`src/rtl/serial_frame_receiver.sv`:
```
// serial_frame_receiver: majority-vote deserializer for the fixed-slot
// pulse train of the serial signal generator, with ready/valid output.
module serial_frame_receiver #(
   parameter int WIDTH = 8,
   parameter int T2    = 2
) (
   input  logic             clk,
   input  logic             reset,
   input  logic [31:0]      T1,
   input  logic             signal_in,
   input  logic             data_ready,
   output logic [WIDTH-1:0] data_out,
   output logic             data_err,
   output logic             data_valid,
   output logic [15:0]      glitch_cnt,
   output logic             idle_err,
   output logic             short_frame,
   output logic             overrun
);

   localparam int OW = $clog2(T2 + 2);
   localparam int SW = (T2 > 0) ? $clog2(T2 + 1) : 1;
   localparam int BW = (WIDTH > 1) ? $clog2(WIDTH) : 1;

   localparam logic [31:0]   DATA_LEN  = 32'((T2 + 1) * WIDTH);
   localparam logic [OW-1:0] ALL_ONES  = OW'(T2 + 1);
   localparam logic [OW:0]   HALF_REF  = (OW + 1)'(T2 + 1);
   localparam logic [SW-1:0] LAST_SLOT = SW'(T2);
   localparam logic [BW-1:0] LAST_BIT  = BW'(WIDTH - 1);

   logic [31:0]      frame_cnt;
   logic [SW-1:0]    slot;
   logic [BW-1:0]    bit_idx;
   logic [OW-1:0]    ones;
   logic [WIDTH-1:0] acc;
   logic             err_acc;

   logic             wrap;
   logic             in_data;
   logic             in_gap;
   logic             last_sample;
   logic             last_bit;
   logic             complete;
   logic             truncate;
   logic [OW-1:0]    ones_total;
   logic             bit_val;
   logic             split;
   logic [WIDTH-1:0] word;
   logic             word_err;
   logic             transfer;
   logic             can_load;

   // Frame position decode
   assign wrap        = (frame_cnt == T1);
   assign in_data     = (frame_cnt != '0) && (frame_cnt <= DATA_LEN);
   assign in_gap      = !in_data;
   assign last_sample = in_data && (slot == LAST_SLOT);
   assign last_bit    = (bit_idx == LAST_BIT);
   assign complete    = last_sample && last_bit;
   // A wrap at the completion cycle itself is a full frame
   assign truncate    = wrap && (frame_cnt < DATA_LEN);

   // Majority vote over the bit's samples, ties resolve to 0
   assign ones_total = ones + OW'(signal_in);
   assign bit_val    = {ones_total, 1'b0} > HALF_REF;
   assign split      = (ones_total != '0) && (ones_total != ALL_ONES);

   assign word     = {bit_val, acc[WIDTH-1:1]};
   assign word_err = err_acc | split;

   assign transfer = data_valid & data_ready;
   assign can_load = !data_valid | data_ready;

   always_ff @(posedge clk) begin
      if (reset) begin
         frame_cnt <= '0;
      end else if (wrap) begin
         frame_cnt <= '0;
      end else begin
         frame_cnt <= frame_cnt + 32'd1;
      end
   end

   always_ff @(posedge clk) begin
      if (reset || truncate) begin
         slot    <= '0;
         bit_idx <= '0;
         ones    <= '0;
         acc     <= '0;
         err_acc <= 1'b0;
      end else if (in_data) begin
         if (slot == LAST_SLOT) begin
            slot    <= '0;
            ones    <= '0;
            bit_idx <= last_bit ? '0 : bit_idx + 1'b1;
            acc     <= last_bit ? '0 : word;
            err_acc <= last_bit ? 1'b0 : word_err;
         end else begin
            slot <= slot + 1'b1;
            ones <= ones_total;
         end
      end
   end

   always_ff @(posedge clk) begin
      if (reset) begin
         data_out   <= '0;
         data_err   <= 1'b0;
         data_valid <= 1'b0;
      end else if (complete && can_load) begin
         data_out   <= word;
         data_err   <= word_err;
         data_valid <= 1'b1;
      end else if (transfer) begin
         data_valid <= 1'b0;
      end
   end

   always_ff @(posedge clk) begin
      if (reset) begin
         glitch_cnt <= '0;
      end else if (last_sample && split && glitch_cnt != 16'hFFFF) begin
         glitch_cnt <= glitch_cnt + 16'd1;
      end
   end

   always_ff @(posedge clk) begin
      if (reset) begin
         idle_err    <= 1'b0;
         short_frame <= 1'b0;
         overrun     <= 1'b0;
      end else begin
         idle_err    <= idle_err | (in_gap & signal_in);
         short_frame <= short_frame | truncate;
         overrun     <= overrun | (complete & !can_load);
      end
   end

endmodule

```
`config.mk`:
```
export PLATFORM = sky130hd
export DESIGN_NAME = serial_frame_receiver
export DESIGN_NICKNAME = d
export VERILOG_FILES = /design/src/rtl/serial_frame_receiver.sv
export SDC_FILE = /design/constraint.sdc
export NUM_CORES = 1
export LEC_CHECK = 0
export ABC_AREA = 1
export CAP_MARGIN = 10
export CELL_PAD_IN_SITES_DETAIL_PLACEMENT = 1
export CELL_PAD_IN_SITES_GLOBAL_PLACEMENT = 1
export CORE_MARGIN = 2
export CORE_UTILIZATION = 35
export CTS_CLUSTER_DIAMETER = 80
export CTS_CLUSTER_SIZE = 8
export DETAILED_ROUTE_END_ITERATION = 10
export GPL_TIMING_DRIVEN = 1
export HOLD_SLACK_MARGIN = 0.12
export PLACE_DENSITY = 0.87
export SETUP_SLACK_MARGIN = 0.3
export SLEW_MARGIN = 25
export SYNTH_ARGS = -nofsm -noshare
export SYNTH_HDL_FRONTEND = slang
export SYNTH_SLANG_ARGS = --single-unit
```
`constraint.sdc`:
```
create_clock -name clk -period 1.9 [get_ports clk]
set_clock_uncertainty 0.2 [all_clocks]
set_input_delay 0.285 -clock clk [delete_from_list [all_inputs] [get_ports clk]]
set_output_delay 0.285 -clock clk [all_outputs]
set_load 0.005 [all_outputs]
```
==> summary.txt <==
Flow run
  – Max-cap viol count: 0

Worst setup path
  – Critical Path RT: 1.95 ns
  – Top Family by Delay on Critical Path: simple AND/OR/NAND/NOR gates
  – Type of origin of the critical path: flop
  – Crit path max fanout: 7
  – Most numerous cell on the critical path: nand2_2
  – CP bufs+invs: 2
  – CP peak stage delay: 0.38 ns
  – WP depth: 10
  – WS Path Type: flop to flop
  – CP Capture Type: flop
  – CP max-delay cell: dfxtp_1
  – R2R depth: 10
  – Cell Chain, Critical Path: buf_4 > nor2_1 > nand3_1 > nor2_2 > nand2_2 > nor2_4 > nand4_1 > buf_6 > nand2_2 > a21oi_1
  – Worst EP arrival: 2.32 ns

Cells and area
  – Final Core Density: 59.19%
  – Multi-input gate area: 3402 µm²
  – Post-Layout Cell Count: 1036
  – FF/Latch Area: 1598 µm²
  – # diodes: 0
  – Ratio of cells with drive above 1 in the final layout: 41.90%
  – P&R area growth vs syn: 65.81%
  – Number of fill cells in the layout: 1518
  – Nets@finish: 901

Timing
  – Final setup viols: 75
  – Final Slew Violations: 0
  – Min cycle time layout: 2.270 ns
  – Setup_tns: -17.05 ns
  – Worst hold slack: 0.2681 ns
  – Fin worst setup slack: -0.3704 ns
  – FMAX: 440.5 MHz
  – RSZ-0062 raised after global routing: yes
  – Share of the clock period used by the worst path: 119.5%
  – Worst Tran Pin Value: 0.5148 ns
  – Final Hold Vio Count: 0
  – Worst slew margin: 65.42%

Drt
  – Wire per inst: 26.18 µm
  – Final WL: 27120 µm
  – Drt via density: 6.108
  – First DRT Iteration DRCs: 680
  – TritonRoute pass-1 iters: 10
  – # DRC: 1
  – Via count: 6328
  – Antenna-violating nets left: 0

Place
  – Placed insts: 977
  – Routability-driven placement congestion ratio: 0.8738
  – Detailed Place HPWL: 11820 µm
  – IO Port Bufs: 64

Global route
  – Busiest grt layer: met2
  – GRT met2 Usage: 57.16%
  – GR Overflow Total: 0
  – First-pass GRT wire length: 33440 µm
  – Gr usage total: 32.28%
  – Met1 usage: 35.04%
  – Initial antenna violation count: 0
  – Routing usage on met3: 6.231%
  – Largest net degree at the start of global routing: 33
  – Vias in the first global route: 6193

Power and ir drop
  – Power Dens Cells: 595.0 nW/µm²
  – Total power: 0.004427 W
  – Peak supply drop: 0.7804 mV
  – P_leak: 2.970 nW

Clock network
  – CTS Buffer Depth: 2
  – Clock latency on the worst-skew pair: 0.37 ns
  – Clk pin slew, worst setup/hold paths: 0.08 ns
  – Cts hold-fix bufs: 0
  – TritonCTS clock tree: built
  – H-tree Lvls: 3
  – CTS root buffer: clkbuf_16
  – Inserted Clock Buffers: 9
  – Sink Count: 76

Floorplanning
  – Starting density of the core: 35.70%
  – Die area: 13740 µm²
  – Row count: 41
  – IO Count: 65
  – Die X: 117.2 µm
  – CORE AREA: 12570 µm²
  – Chip height: 117.2 µm

Synth
  – Ys Warns: 0
  – Post-synth cell types: 34
  – Syn Nets: 738
  – Synth Instances: 696
  – Register bit total from synthesis: 76
  – Mapped Area: 4487 µm²
  – Syn Area/Cell: 6.447 µm²
  – Seq/Total Area, Yosys: 33.91%

Status
  – Failing checks: DRC, setup timing
  – Outcome: complete, but fails checks

Hold path
  – Worst hold stages: 3
  – Hold crit path type: input port to flop
==> cells in the mapped netlist, drive strengths merged <==
| cell type | n | share of area (%) |
|---|---|---|
| nand2 | 180 | 15 |
| nor2 | 117 | 11 |
| inv | 82 | 6.9 |
| dfxtp | 76 | 34 |
| nand3 | 60 | 7.1 |
| a21oi | 47 | 5.2 |
| o21ai | 27 | 3.0 |
| xnor2 | 24 | 4.7 |
| nor3 | 23 | 2.8 |
| nand4 | 13 | 1.8 |
| buf | 11 | 2.0 |
| xor2 | 11 | 2.1 |
| or2 | 10 | 1.4 |
| ha | 6 | 1.7 |
| clkbuf | 4 | 0.42 |
| nand3b | 2 | 0.33 |
| clkinv | 1 | 0.084 |
| nor3b | 1 | 0.17 |
| nor4 | 1 | 0.14 |
==> per-layer routing <==
metal / wire (µm) / part of all wire [%]
met5: 0 / 0
met2: 12860 / 47
met1: 9476 / 35
met3: 2360 / 8.7
met4: 2420 / 8.9
==> power by group <==
group / switching, W / internal (W) / leakage, nW
Sequential: 0.0000356 / 0.00161 / 0.638
Combinational: 0.000463 / 0.000338 / 2.18
Clock: 0.000921 / 0.00106 / 0.156
==> worst min-delay path: stages <==
cell	delay, ns
dlygate4sd2_1	0.29
a21oi_2	0.15
nor2_1	0.06
==> flip-flops by register name, indices dropped and copies added (netlist names), 2 cells and up <==
| name | count |
|---|---|
| slot | 2 |
| acc | 7 |
| frame_cnt | 32 |
| bit_idx | 3 |
| ones | 2 |
| data_out | 8 |
| glitch_cnt | 16 |
==> kinds of logic after synthesis <==
group                      share of synthesized area, %
adders and majority gates                         1.673
xor gates and xnor gates                          6.832
AOI/OAI and AO/OA                                 8.254
DFF                                               33.91
buffers and inverters                             9.314
and+or+nand+nor                                   40.02
==> stage by stage <==
step	worst slack [ns]	instance area (µm²)
2_1_floorplan	0.05671	4556
4_1_cts	-0.04732	6730
3_5_place_dp	-0.5387	5758
6_report	-0.3704	7440
3_3_place_gp	-0.3646	5758
5_1_grt	-0.3984	7440
==> path summary, 6_finish.rpt <==
| kind | slack, ns | startpoint | endpoint |
|---|---|---|---|
| worst max-delay path | -0.37 | frame_cnt[19]$_SDFF_PP0_ | glitch_cnt[1]$_SDFFE_PP0P_ |
| worst min register to register | 0.29 | data_out[4]$_SDFFE_PP0P_ | data_out[4]$_SDFFE_PP0P_ |
| worst min-delay path | 0.27 | signal_in | idle_err$_SDFF_PP0_ |
| worst max register to register | -0.37 | frame_cnt[19]$_SDFF_PP0_ | glitch_cnt[1]$_SDFFE_PP0P_ |
==> cell type report <==
cell class	instances	area share, %
Clock inverter	7	1.245
Timing Repair Buffer	161	20.74
Timing Repair inverter	2	0.4373
Multi-Input combinational cell	526	45.73
Tap cell	172	2.893
Sequential cell	76	21.48
Clock buffer	9	3.027
Inverter	83	4.457
==> timing repair <==
item	CTS	global route
resized for setup	171	151
pin swaps	54	35
setup buffers	20	13
gates cloned	7	3
endpoints found under the setup margin	105	87
==> cell usage in the layout, fill, tap and decap left out, types with 14 or more instances in the layout <==
cell | Yosys | layout
inv_1 | 75 | 66
dfxtp_1 | 76 | 33
nor2_4 | 3 | 22
nand2_2 | 4 | 31
buf_4 | 2 | 73
nand2_1 | 176 | 140
o21ai_2 | 0 | 14
dlygate4sd2_1 | 0 | 21
clkdlybuf4s50_1 | 0 | 31
buf_6 | 3 | 16
nor2_1 | 107 | 67
nor2_2 | 6 | 30
xnor2_1 | 24 | 20
dfxtp_2 | 0 | 34
nand3_1 | 58 | 45
nor3_1 | 22 | 14
a21oi_2 | 0 | 30
Power figures use the tool's default switching activity.
